[src/rtl/decode_stage.sv]
// decode_stage: registered, back-pressured RV32I/RV32E decode stage.
//
// Ports:
//   clk, rst                  clock, asynchronous active-high reset
//   flush_i                   kills the held bundle, blocks accept this cycle
//   in_valid_i / in_ready_o   fetch handshake (instr_i, instr_addr_i)
//   out_valid_o / out_ready_i execute handshake (registered decoded bundle)
//   pc_o, rf_*_o, alu_op_o, operand_*_sel_o, imm_o, mem_*_o,
//   branch_o, jump_o, illegal_inst_o   decoded bundle fields
//   wb_valid_i, wb_rd_i       write-back retires a pending register
//
// Handshake: a transfer happens on a rising edge where valid && ready are
// both high. in_ready_o never depends on in_valid_i; out_valid_o, once set,
// stays high with a stable bundle until out_ready_i is seen, or until flush.

package riscv_defines;
  localparam int RISCV_WORD_WIDTH = 32;
  localparam int RISCV_ADDR_WIDTH = 32;
  localparam int ALU_OP_WIDTH     = 4;

  localparam logic [3:0] ALU_ADD  = 4'd0;
  localparam logic [3:0] ALU_SUB  = 4'd1;
  localparam logic [3:0] ALU_SLL  = 4'd2;
  localparam logic [3:0] ALU_LTS  = 4'd3;
  localparam logic [3:0] ALU_LTU  = 4'd4;
  localparam logic [3:0] ALU_XOR  = 4'd5;
  localparam logic [3:0] ALU_SRL  = 4'd6;
  localparam logic [3:0] ALU_SRA  = 4'd7;
  localparam logic [3:0] ALU_OR   = 4'd8;
  localparam logic [3:0] ALU_AND  = 4'd9;
  localparam logic [3:0] ALU_PASS = 4'd10;

  localparam logic [1:0] ALU_OP_SEL_RF_1 = 2'd0;
  localparam logic [1:0] ALU_OP_SEL_RF_2 = 2'd1;
  localparam logic [1:0] ALU_OP_SEL_IMM  = 2'd2;
  localparam logic [1:0] ALU_OP_SEL_PC   = 2'd3;

  localparam logic RF_WRITE_ALU_OUT = 1'b0;
  localparam logic RF_WRITE_MEM     = 1'b1;

  localparam logic [6:0] OPC_OP     = 7'b0110011;
  localparam logic [6:0] OPC_OP_IMM = 7'b0010011;
  localparam logic [6:0] OPC_LUI    = 7'b0110111;
  localparam logic [6:0] OPC_AUIPC  = 7'b0010111;
  localparam logic [6:0] OPC_LOAD   = 7'b0000011;
  localparam logic [6:0] OPC_STORE  = 7'b0100011;
  localparam logic [6:0] OPC_BRANCH = 7'b1100011;
  localparam logic [6:0] OPC_JAL    = 7'b1101111;
  localparam logic [6:0] OPC_JALR   = 7'b1100111;
  localparam logic [6:0] OPC_FENCE  = 7'b0001111;
  localparam logic [6:0] OPC_SYSTEM = 7'b1110011;
endpackage

module decode_stage
  import riscv_defines::*;
#(
  parameter int GP_REG_COUNT   = 32,
  parameter bit ILLEGAL_STALLS = 1'b0,
  localparam int REG_AW        = $clog2(GP_REG_COUNT)
) (
  input  logic                        clk,
  input  logic                        rst,
  input  logic                        flush_i,
  input  logic                        in_valid_i,
  output logic                        in_ready_o,
  input  logic [RISCV_WORD_WIDTH-1:0] instr_i,
  input  logic [RISCV_ADDR_WIDTH-1:0] instr_addr_i,
  output logic                        out_valid_o,
  input  logic                        out_ready_i,
  output logic [RISCV_ADDR_WIDTH-1:0] pc_o,
  output logic [REG_AW-1:0]           rf_rs1_addr_o,
  output logic [REG_AW-1:0]           rf_rs2_addr_o,
  output logic [REG_AW-1:0]           rf_rd_addr_o,
  output logic                        rf_we_o,
  output logic                        rf_write_sel_o,
  output logic [ALU_OP_WIDTH-1:0]     alu_op_o,
  output logic [1:0]                  operand_a_sel_o,
  output logic [1:0]                  operand_b_sel_o,
  output logic [RISCV_WORD_WIDTH-1:0] imm_o,
  output logic                        mem_re_o,
  output logic                        mem_we_o,
  output logic [2:0]                  mem_size_o,
  output logic                        branch_o,
  output logic                        jump_o,
  output logic                        illegal_inst_o,
  input  logic                        wb_valid_i,
  input  logic [REG_AW-1:0]           wb_rd_i
);

  localparam bit IS_RV32E = (GP_REG_COUNT == 16);

  typedef struct packed {
    logic [RISCV_ADDR_WIDTH-1:0] pc;
    logic [REG_AW-1:0]           rs1;
    logic [REG_AW-1:0]           rs2;
    logic [REG_AW-1:0]           rd;
    logic                        we;
    logic                        wsel;
    logic [ALU_OP_WIDTH-1:0]     alu;
    logic [1:0]                  asel;
    logic [1:0]                  bsel;
    logic [RISCV_WORD_WIDTH-1:0] imm;
    logic                        re;
    logic                        wem;
    logic [2:0]                  size;
    logic                        br;
    logic                        jmp;
    logic                        ill;
  } bundle_t;

  bundle_t                 dec;
  bundle_t                 bundle_d, bundle_q;
  logic                    out_valid_d, out_valid_q;
  logic [GP_REG_COUNT-1:0] pending_d, pending_q;
  logic                    uses_rs1, uses_rs2, writes_rd, illegal;
  logic                    hazard, accept;

  logic [6:0] opcode, funct7;
  logic [2:0] funct3;
  assign opcode = instr_i[6:0];
  assign funct3 = instr_i[14:12];
  assign funct7 = instr_i[31:25];

  // funct7 = 0x00 ALU mapping shared by OP and OP-IMM.
  function automatic logic [3:0] alu_from_f3(input logic [2:0] f3);
    case (f3)
      3'b000:  return ALU_ADD;
      3'b001:  return ALU_SLL;
      3'b010:  return ALU_LTS;
      3'b011:  return ALU_LTU;
      3'b100:  return ALU_XOR;
      3'b101:  return ALU_SRL;
      3'b110:  return ALU_OR;
      default: return ALU_AND;
    endcase
  endfunction

  always_comb begin : decode
    dec       = '0;
    dec.pc    = instr_addr_i;
    dec.rs1   = instr_i[15 +: REG_AW];
    dec.rs2   = instr_i[20 +: REG_AW];
    dec.rd    = instr_i[7 +: REG_AW];
    dec.alu   = ALU_ADD;
    dec.asel  = ALU_OP_SEL_RF_1;
    dec.bsel  = ALU_OP_SEL_RF_2;
    uses_rs1  = 1'b0;
    uses_rs2  = 1'b0;
    writes_rd = 1'b0;
    illegal   = 1'b0;
    case (opcode)
      OPC_OP: begin
        uses_rs1 = 1'b1; uses_rs2 = 1'b1; writes_rd = 1'b1;
        if (funct7 == 7'h00)                            dec.alu = alu_from_f3(funct3);
        else if (funct7 == 7'h20 && funct3 == 3'b000)   dec.alu = ALU_SUB;
        else if (funct7 == 7'h20 && funct3 == 3'b101)   dec.alu = ALU_SRA;
        else                                            illegal = 1'b1;
      end
      OPC_OP_IMM: begin
        uses_rs1 = 1'b1; writes_rd = 1'b1;
        dec.bsel = ALU_OP_SEL_IMM;
        dec.imm  = {{20{instr_i[31]}}, instr_i[31:20]};
        dec.alu  = alu_from_f3(funct3);
        if (funct3 == 3'b001 || funct3 == 3'b101) begin
          dec.imm = {27'd0, instr_i[24:20]};
          if (funct3 == 3'b101 && funct7 == 7'h20) dec.alu = ALU_SRA;
          else if (funct7 != 7'h00)                illegal = 1'b1;
        end
      end
      OPC_LUI: begin
        writes_rd = 1'b1;
        dec.alu   = ALU_PASS;
        dec.asel  = ALU_OP_SEL_IMM;
        dec.imm   = {instr_i[31:12], 12'd0};
      end
      OPC_AUIPC: begin
        writes_rd = 1'b1;
        dec.asel  = ALU_OP_SEL_PC;
        dec.bsel  = ALU_OP_SEL_IMM;
        dec.imm   = {instr_i[31:12], 12'd0};
      end
      OPC_LOAD: begin
        uses_rs1 = 1'b1; writes_rd = 1'b1;
        dec.bsel = ALU_OP_SEL_IMM;
        dec.imm  = {{20{instr_i[31]}}, instr_i[31:20]};
        dec.re   = 1'b1;
        dec.wsel = RF_WRITE_MEM;
        dec.size = funct3;
        illegal  = (funct3 == 3'b011) || (funct3 == 3'b110) || (funct3 == 3'b111);
      end
      OPC_STORE: begin
        uses_rs1 = 1'b1; uses_rs2 = 1'b1;
        dec.bsel = ALU_OP_SEL_IMM;
        dec.imm  = {{20{instr_i[31]}}, instr_i[31:25], instr_i[11:7]};
        dec.wem  = 1'b1;
        dec.size = funct3;
        illegal  = funct3[2] || (funct3 == 3'b011);
      end
      OPC_BRANCH: begin
        uses_rs1 = 1'b1; uses_rs2 = 1'b1;
        dec.imm  = {{19{instr_i[31]}}, instr_i[31], instr_i[7], instr_i[30:25], instr_i[11:8], 1'b0};
        dec.br   = 1'b1;
        illegal  = (funct3 == 3'b010) || (funct3 == 3'b011);
      end
      OPC_JAL: begin
        writes_rd = 1'b1;
        dec.asel  = ALU_OP_SEL_PC;
        dec.bsel  = ALU_OP_SEL_IMM;
        dec.imm   = {{11{instr_i[31]}}, instr_i[31], instr_i[19:12], instr_i[20], instr_i[30:21], 1'b0};
        dec.jmp   = 1'b1;
      end
      OPC_JALR: begin
        uses_rs1 = 1'b1; writes_rd = 1'b1;
        dec.bsel = ALU_OP_SEL_IMM;
        dec.imm  = {{20{instr_i[31]}}, instr_i[31:20]};
        dec.jmp  = 1'b1;
        illegal  = (funct3 != 3'b000);
      end
      OPC_FENCE, OPC_SYSTEM: ;
      default: illegal = 1'b1;
    endcase

    // RV32E has no x16..x31: any register field the instruction uses must keep bit 4 clear.
    if (IS_RV32E && ((uses_rs1 && instr_i[19]) || (uses_rs2 && instr_i[24]) ||
                     (writes_rd && instr_i[11])))
      illegal = 1'b1;

    // Illegal bundles carry only pc, raw register fields and the flag, so
    // execute never sees a half-decoded operation.
    if (illegal) begin
      dec.we   = 1'b0;
      dec.wsel = 1'b0;
      dec.alu  = '0;
      dec.asel = '0;
      dec.bsel = '0;
      dec.imm  = '0;
      dec.re   = 1'b0;
      dec.wem  = 1'b0;
      dec.size = '0;
      dec.br   = 1'b0;
      dec.jmp  = 1'b0;
      dec.ill  = 1'b1;
    end else begin
      dec.we   = writes_rd && (dec.rd != '0);
    end
  end

  // Hazard looks only at registered pending bits; a same-cycle write-back
  // releases the instruction one cycle later.
  assign hazard = (uses_rs1 && pending_q[dec.rs1]) || (uses_rs2 && pending_q[dec.rs2]);
  assign in_ready_o = (!out_valid_q || out_ready_i) && !hazard && !flush_i &&
                      !(ILLEGAL_STALLS && out_valid_q && bundle_q.ill);
  assign accept = in_valid_i && in_ready_o;

  always_comb begin : next_state
    out_valid_d = out_valid_q;
    bundle_d    = bundle_q;
    pending_d   = pending_q;
    if (flush_i) begin
      out_valid_d = 1'b0;
    end else if (accept) begin
      out_valid_d = 1'b1;
      bundle_d    = dec;
    end else if (out_ready_i) begin
      out_valid_d = 1'b0;
    end
    if (wb_valid_i) pending_d[wb_rd_i] = 1'b0;
    // Set is applied after clear so a same-register collision leaves the bit set.
    if (accept && dec.we) pending_d[dec.rd] = 1'b1;
    pending_d[0] = 1'b0;
  end

  always_ff @(posedge clk or posedge rst) begin
    if (rst) begin
      out_valid_q <= 1'b0;
      bundle_q    <= '0;
      pending_q   <= '0;
    end else begin
      out_valid_q <= out_valid_d;
      bundle_q    <= bundle_d;
      pending_q   <= pending_d;
    end
  end

  assign out_valid_o     = out_valid_q;
  assign pc_o            = bundle_q.pc;
  assign rf_rs1_addr_o   = bundle_q.rs1;
  assign rf_rs2_addr_o   = bundle_q.rs2;
  assign rf_rd_addr_o    = bundle_q.rd;
  assign rf_we_o         = bundle_q.we;
  assign rf_write_sel_o  = bundle_q.wsel;
  assign alu_op_o        = bundle_q.alu;
  assign operand_a_sel_o = bundle_q.asel;
  assign operand_b_sel_o = bundle_q.bsel;
  assign imm_o           = bundle_q.imm;
  assign mem_re_o        = bundle_q.re;
  assign mem_we_o        = bundle_q.wem;
  assign mem_size_o      = bundle_q.size;
  assign branch_o        = bundle_q.br;
  assign jump_o          = bundle_q.jmp;
  assign illegal_inst_o  = bundle_q.ill;

endmodule

[config.mk]
export PLATFORM = sky130hd
export DESIGN_NAME = decode_stage
export DESIGN_NICKNAME = d
export VERILOG_FILES = /design/src/rtl/decode_stage.sv
export SDC_FILE = /design/constraint.sdc
export NUM_CORES = 1
export LEC_CHECK = 0
export ABC_AREA = 1
export ABC_CLOCK_PERIOD_IN_PS = 8700
export BUFFER_PORTS_ARGS = -buffer_cell sky130_fd_sc_hd__buf_2
export CELL_PAD_IN_SITES_DETAIL_PLACEMENT = 1
export CELL_PAD_IN_SITES_GLOBAL_PLACEMENT = 1
export CORE_MARGIN = 3
export CORE_UTILIZATION = 40
export CTS_CLUSTER_SIZE = 30
export DETAILED_ROUTE_END_ITERATION = 6
export GPL_ROUTABILITY_DRIVEN = 0
export HOLD_SLACK_MARGIN = 0.02
export PLACE_DENSITY = 0.95
export SLEW_MARGIN = 40
export SYNTH_ARGS = -nofsm -noshare
export SYNTH_HDL_FRONTEND = slang
export SYNTH_SLANG_ARGS = --single-unit
[constraint.sdc]
create_clock -name clk -period 8.7 [get_ports clk]
set_input_delay 1.74 -clock clk [delete_from_list [all_inputs] [get_ports clk]]
set_output_delay 1.74 -clock clk [all_outputs]
set_load 0.05 [all_outputs]
==> results.toml, run 1 <==
[clock_tree]
postCtsSetupRepairBufs = 0
cts_sinks = 128
htree_levels = 4
cts_root_buf = "clkbuf_16"
clk_latency_ns = 0.42
cts_hold_buffers = 0
clk_pin_slew_ns = 0.06
cts_tree = "done"
cts_buffer_depth = 2
cts_buffers = 17
post_cts_resized = 0

[flow_run]
drv_cap = 0

[floorplanning]
die_y_um = 139
floorplan.initialDensity = 0.409
die_x_um = 139
ios = 174
core.rowCount = 48
core_mm2 = 0.0174
die_area_mm2 = 0.0194

[grt]
groute.usage.overall = 0.254
antenna_found_initial = 1
grt-ovfl-total = 0
grt_pass1_wl_mm = 40.4
grt_max_degree = 98
grt_pass1_vias = 7766

[timing]
fmax_ghz = 0.199
period_share = 0.578
final_max_slew_viol_count = 0
hold_viol = 0
rsz0062_at_grt = "no"
tns_ns = 0
clock_skew_ns = 0.0113
worst_pin_slew_ns = 0.807
setup_viol = 0
layout_min_cycle_time_ns = 5.03
max_slew_margin = 0.462
fin_ws_ns = 3.67

[drt]
wirelength_mm = 24.8
antenna_left = 0
drc = 0
drt-wirelength-per-cell_um = 18.1
vias = 7558
first_pass_iters = 5
vias_per_cell = 5.51
drtIter0Drc = 495

[setup_path]
crit_slowest_cell = "buf_2"
arrival_ns = 3.29
cp_max_fo = 21
worst_setup_path_end_kind = "primary output"
critical-path-top-delay-family = "buffers and inverters"
crit_chain = "buf_2 > inv_2 > nand2_1 > nand3_1 > nand2_1 > nand2_1 > nand3_1 > nand3_1 > nand3_1 > nand2_1 > nor2_4 > buf_2"
timing.rr.end = "illegal_inst_o"
crit_type = "primary input to primary output"
cp_slowest_stage_delay_ns = 0.31
r2r_slack_ns = 5.71
worstSetupStartpointType = "primary input"
path_buf_inv = 3
rr_worst_depth = 13
rr_startpoint = "pending_q[24]"
cp.required_ns = 6.96

[power]
p_per_area_mw_per_mm2 = 203
ir_drop_v = 0.000150
power_leakage_nw = 4.71
power_w = 0.00174

[synth]
yosysMostFrequentCell = "nand2_1"
synth.yosys.seq_area_share = 0.451
synth_ff_type = "dfrtp_1"
yosysWarnings = 0
yosys.area.top_type = "dfrtp_1"
synth_edf_count = 0
synth_common_cells = "nand2_1 (354), nand3_1 (167), dfrtp_1 (128), nor2_1 (81), inv_1 (62)"
avgSynthCellArea_um2 = 7.12
yosys-top-cells-area = "dfrtp_1 (45%), nand2_1 (19%), nand3_1 (12%)"
synth_cells = 998
async_reset_ff_frac = 1.00
synth_nets = 1073
ys_types = 30
synth-seq-cells = 128
synth_top_area_frac = 0.451
synth_area_mm2 = 0.00711

[layout]
area_delta_synth_final_pct = 20.5
layout-drive-gt1-share = 0.200
finalNetCount = 1207

[worst_hold_path]
worstHoldEndpoint = "pc_o[7]"
worstHoldPathType = "flop to flop"
worstHoldPathCells = 2
hp-start = "pc_o[7]"

[place]
place_ws_ns = 3.70
dpl.hpwl_mm = 16.9
io_buffers = 173

[run_status]
status = "finished clean"
==> final cells by class <==
cell class              instances  area [um^2]
well taps                     225          282
flip-flops and latches        128         3200
fillers                      2260         8800
repair buffers                177          906
diodes                          1         2.50
multi-input cells             741         3310
inverters                      67          256
clock buffers                  17          425
clock inverters                15          174
==> worst max-delay path by stage <==
stage | from | end | slack [ns] | cells after the start
2_1_floorplan | rst | alu_op_o[0] | 3.55 | 1
3_3_place_gp | instr_i[20] | in_ready_o | 3.75 | 12
3_5_place_dp | instr_i[20] | in_ready_o | 3.70 | 12
4_1_cts | instr_i[20] | in_ready_o | 3.68 | 12
5_1_grt | instr_i[20] | in_ready_o | 3.51 | 12
6_report | instr_i[20] | in_ready_o | 3.67 | 12
==> metrics by stage <==
step,instances,hold slack (ns),util,cell area [um^2]
finish,1371,0.466,0.493,8560
global route,1371,0.490,0.493,8560
CTS,1370,0.469,0.493,8560
detailed placement,1338,0.454,0.459,7960
global placement,1338,0.449,0.458,7940
floorplan,998,0.474,-,7110
==> report_power, final <==
part	internal (W)	switching, W
clock network	0.000431	0.000298
logic	0.0000723	0.000285
registers	0.000634	0.0000204
==> worst reg2reg max path, stage by stage, from the launching register on <==
cell and delay, ns:
dfrtp_1 0.41, inv_1 0.12, nand2_1 0.08, nand3_1 0.09, nand3_1 0.10, nand3_1 0.10, nand3_1 0.07, nand3_1 0.09
nand2_1 0.09, nor2_4 0.11, buf_4 0.51, buf_4 0.75, nand3_1 0.26, nand2_1 0.14
==> state kept, by name (all words and copies together) (netlist names) <==
| register | flops |
|---|---|
| alu_op_o | 4 |
| operand_b_sel_o | 2 |
| rf_rs1_addr_o | 5 |
| out_valid_o | 1 |
| mem_we_o | 1 |
| pc_o | 32 |
| rf_rd_addr_o | 5 |
| rf_rs2_addr_o | 5 |
| rf_write_sel_o | 1 |
| jump_o | 1 |
| rf_we_o | 1 |
| imm_o | 32 |
| operand_a_sel_o | 2 |
| illegal_inst_o | 1 |
| pending_q | 31 |
| branch_o | 1 |
| mem_size_o | 3 |
==> routing by layer <==
layer | share of wire | vias to the layer above | global-route usage
met2 | 0.46 | 281 | 0.413
met3 | 0.070 | 48 | 0.0588
met1 | 0.44 | 3717 | 0.332
li1 | - | 3512 | -
met5 | 0 | - | 0
met4 | 0.028 | 0 | 0.0947
==> cells in the final DEF, fill, tap and decap left out, drive strengths merged, types with 2 or more instances in the layout <==
| master | instances |
|---|---|
| buf | 177 |
| nand3 | 167 |
| clkinvlp | 2 |
| clkbuf | 17 |
| o21ai | 40 |
| dfrtp | 128 |
| nand4 | 43 |
| a21oi | 33 |
| nor3 | 6 |
| inv | 73 |
| nand2 | 357 |
| bufinv | 2 |
| clkinv | 5 |
| nor2 | 88 |
==> logic make-up (layout without fill, tap and decap cells) <==
family	Yosys count	after routing	synth area share
simple gates	664	664	0.407
buf+inv	129	276	0.0852
flops	128	128	0.451
compound gates	77	77	0.0572
other cells	0	1	0
No activity file was read; power rests on OpenSTA's default activity.
==> inputs of run 2 (changes only) <==
--- a/config.mk
+++ b/config.mk
@@ -6,17 +6,17 @@
 export NUM_CORES = 1
 export LEC_CHECK = 0
 export ABC_AREA = 1
-export ABC_CLOCK_PERIOD_IN_PS = 8700
+export ABC_CLOCK_PERIOD_IN_PS = 4200
 export BUFFER_PORTS_ARGS = -buffer_cell sky130_fd_sc_hd__buf_2
 export CELL_PAD_IN_SITES_DETAIL_PLACEMENT = 1
 export CELL_PAD_IN_SITES_GLOBAL_PLACEMENT = 1
 export CORE_MARGIN = 3
-export CORE_UTILIZATION = 40
+export CORE_UTILIZATION = 34
 export CTS_CLUSTER_SIZE = 30
 export DETAILED_ROUTE_END_ITERATION = 6
 export GPL_ROUTABILITY_DRIVEN = 0
 export HOLD_SLACK_MARGIN = 0.02
-export PLACE_DENSITY = 0.95
+export PLACE_DENSITY = 0.87
 export SLEW_MARGIN = 40
 export SYNTH_ARGS = -nofsm -noshare
 export SYNTH_HDL_FRONTEND = slang
==> constraint.sdc (replaced) <==
create_clock -name clk -period 4.2 [get_ports clk]
set_input_delay 0.84 -clock clk [delete_from_list [all_inputs] [get_ports clk]]
set_output_delay 0.84 -clock clk [all_outputs]
set_load 0.05 [all_outputs]
==> results.toml, run 2 (synthesized netlist as in run 1, its figures left out) <==
[drt]
vias_per_cell = 5.23
drtIter0Drc = 605
first_pass_iters = 5
vias = 7432
drc = 0
antenna_left = 0
drt-wirelength-per-cell_um = 18.0
wirelength_mm = 25.5

[grt]
grt_max_degree = 129
grt_use_met3 = 0.0560
groute.usage.overall = 0.225
busiest_layer = "met2"
gr-usage-met1 = 0.303
grt_util_met2 = 0.357
grt_pass1_vias = 7590
antenna_found_initial = 0
grt-ovfl-total = 0
grt_pass1_wl_mm = 40.5

[clock_tree]
postCtsSetupRepairBufs = 0
clk_pin_slew_ns = 0.06
cts_root_buf = "clkbuf_16"
cts_tree = "done"
cts_hold_buffers = 0
cts_buffers = 17
cts_buffer_depth = 2
post_cts_resized = 0
clk_latency_ns = 0.43
cts_sinks = 128
htree_levels = 4

[setup_path]
timing.rr.end = "imm_o[11]"
cp_slowest_stage_delay_ns = 0.32
worst_setup_path_end_kind = "primary output"
r2r_slack_ns = 1.92
cp.required_ns = 3.36
cp_max_fo = 21
crit_type = "primary input to primary output"
rr_worst_depth = 12
arrival_ns = 2.59
rr_startpoint = "pending_q[5]"
crit_slowest_cell = "buf_2"
worstSetupStartpointType = "primary input"
crit_chain = "buf_2 > inv_2 > nand2_1 > nand3_1 > nand2_1 > nand2_1 > nand3_1 > nand3_1 > nand3_1 > nand2_1 > nor2_4 > buf_2"

[layout]
final_cell_mix = "nand2_1 (354), buf_2 (172), nand3_1 (167)"
layout-drive-gt1-share = 0.203
area_delta_synth_final_pct = 21.8
finalNetCount = 1212
final_common_cell = "nand2_1"
antenna_cells = 0

[timing]
layout_min_cycle_time_ns = 3.43
period_share = 0.816
tns_ns = 0
rsz0062_at_grt = "no"
worst_pin_slew_ns = 0.744
setup_viol = 0
max_slew_margin = 0.502
clock_skew_ns = 0.00963
hold_viol = 0
fmax_ghz = 0.292
final_max_slew_viol_count = 0

[worst_hold_path]
hp-start = "rf_rs2_addr_o[0]"
worstHoldPathType = "flop to flop"
worstHoldEndpoint = "rf_rs2_addr_o[0]"
worstHoldPathCells = 2

[flow_run]
drv_cap = 0

[power]
switching_power_w = 0.00126
power_leakage_nw = 4.74
switching_share = 0.354
p_int_w = 0.00230
comb_power_share = 0.210
ir_drop_v = 0.000267
p_per_area_mw_per_mm2 = 412
power_w = 0.00357
clockPowerShare = 0.410
seqPwrFrac = 0.380

[place]
dpl.hpwl_mm = 17.5
io_buffers = 173

[run_status]
status = "finished clean"

[floorplanning]
die_y_um = 151
die_area_mm2 = 0.0227
core.rowCount = 52
ios = 174
die_x_um = 151
core_mm2 = 0.0204
floorplan.initialDensity = 0.349
-- run 2: cell type report --
type | count | area, um^2
Tap cell | 270 | 338
Clock inverter | 15 | 149
Multi-Input combinational cell | 741 | 3300
Timing Repair Buffer | 182 | 986
Fill cell | 2674 | 11700
Clock buffer | 17 | 425
Sequential cell | 128 | 3200
Inverter | 67 | 255
-- run 2: power by group through the flow --
| stage | sequential [W] | clock, W | combinational [W] |
|---|---|---|---|
| after CTS | 0.00136 | 0.00149 | 0.000755 |
| after floorplan | 0.00166 | 0 | 0.000249 |
| after global routing | 0.00137 | 0.00155 | 0.000806 |
| final | 0.00136 | 0.00146 | 0.000749 |
| after global placement | 0.00137 | 0 | 0.000740 |
| after detailed placement | 0.00138 | 0 | 0.000753 |
-- run 2: how the worst max path moves through the flow --
stage	start	to	slack, ns
after floorplan	instr_i[15]	in_ready_o	1.27
after global placement	instr_i[20]	in_ready_o	0.89
after detailed placement	instr_i[20]	in_ready_o	0.80
after CTS	instr_i[20]	in_ready_o	0.80
after global routing	instr_i[20]	in_ready_o	0.65
final	instr_i[20]	in_ready_o	0.77
-- run 2: routing by layer --
| metal | routed length, um | vias to the layer above | share of wire |
|---|---|---|---|
| li1 | - | 3524 | - |
| met1 | 11300 | 3578 | 0.44 |
| met2 | 11700 | 288 | 0.46 |
| met3 | 1980 | 42 | 0.078 |
| met4 | 526 | 0 | 0.021 |
| met5 | 0 | - | 0 |
-- run 2: critical path, delay by kind of cell --
kind | cells | cell delay (ns)
buf+inv | 3 | 0.84
simple gates | 9 | 0.90
-- run 2: per-stage QoR --
| step | utilization | instances | hold slack, ns | setup slack [ns] | instance area, um^2 |
|---|---|---|---|---|---|
| floorplan | - | 998 | 0.474 | 1.27 | 7110 |
| global placement | 0.397 | 1388 | 0.449 | 0.892 | 8090 |
| detailed placement | 0.397 | 1388 | 0.453 | 0.805 | 8090 |
| CTS | 0.425 | 1420 | 0.470 | 0.801 | 8660 |
| global route | 0.425 | 1420 | 0.489 | 0.648 | 8660 |
| finish | 0.425 | 1420 | 0.467 | 0.773 | 8660 |
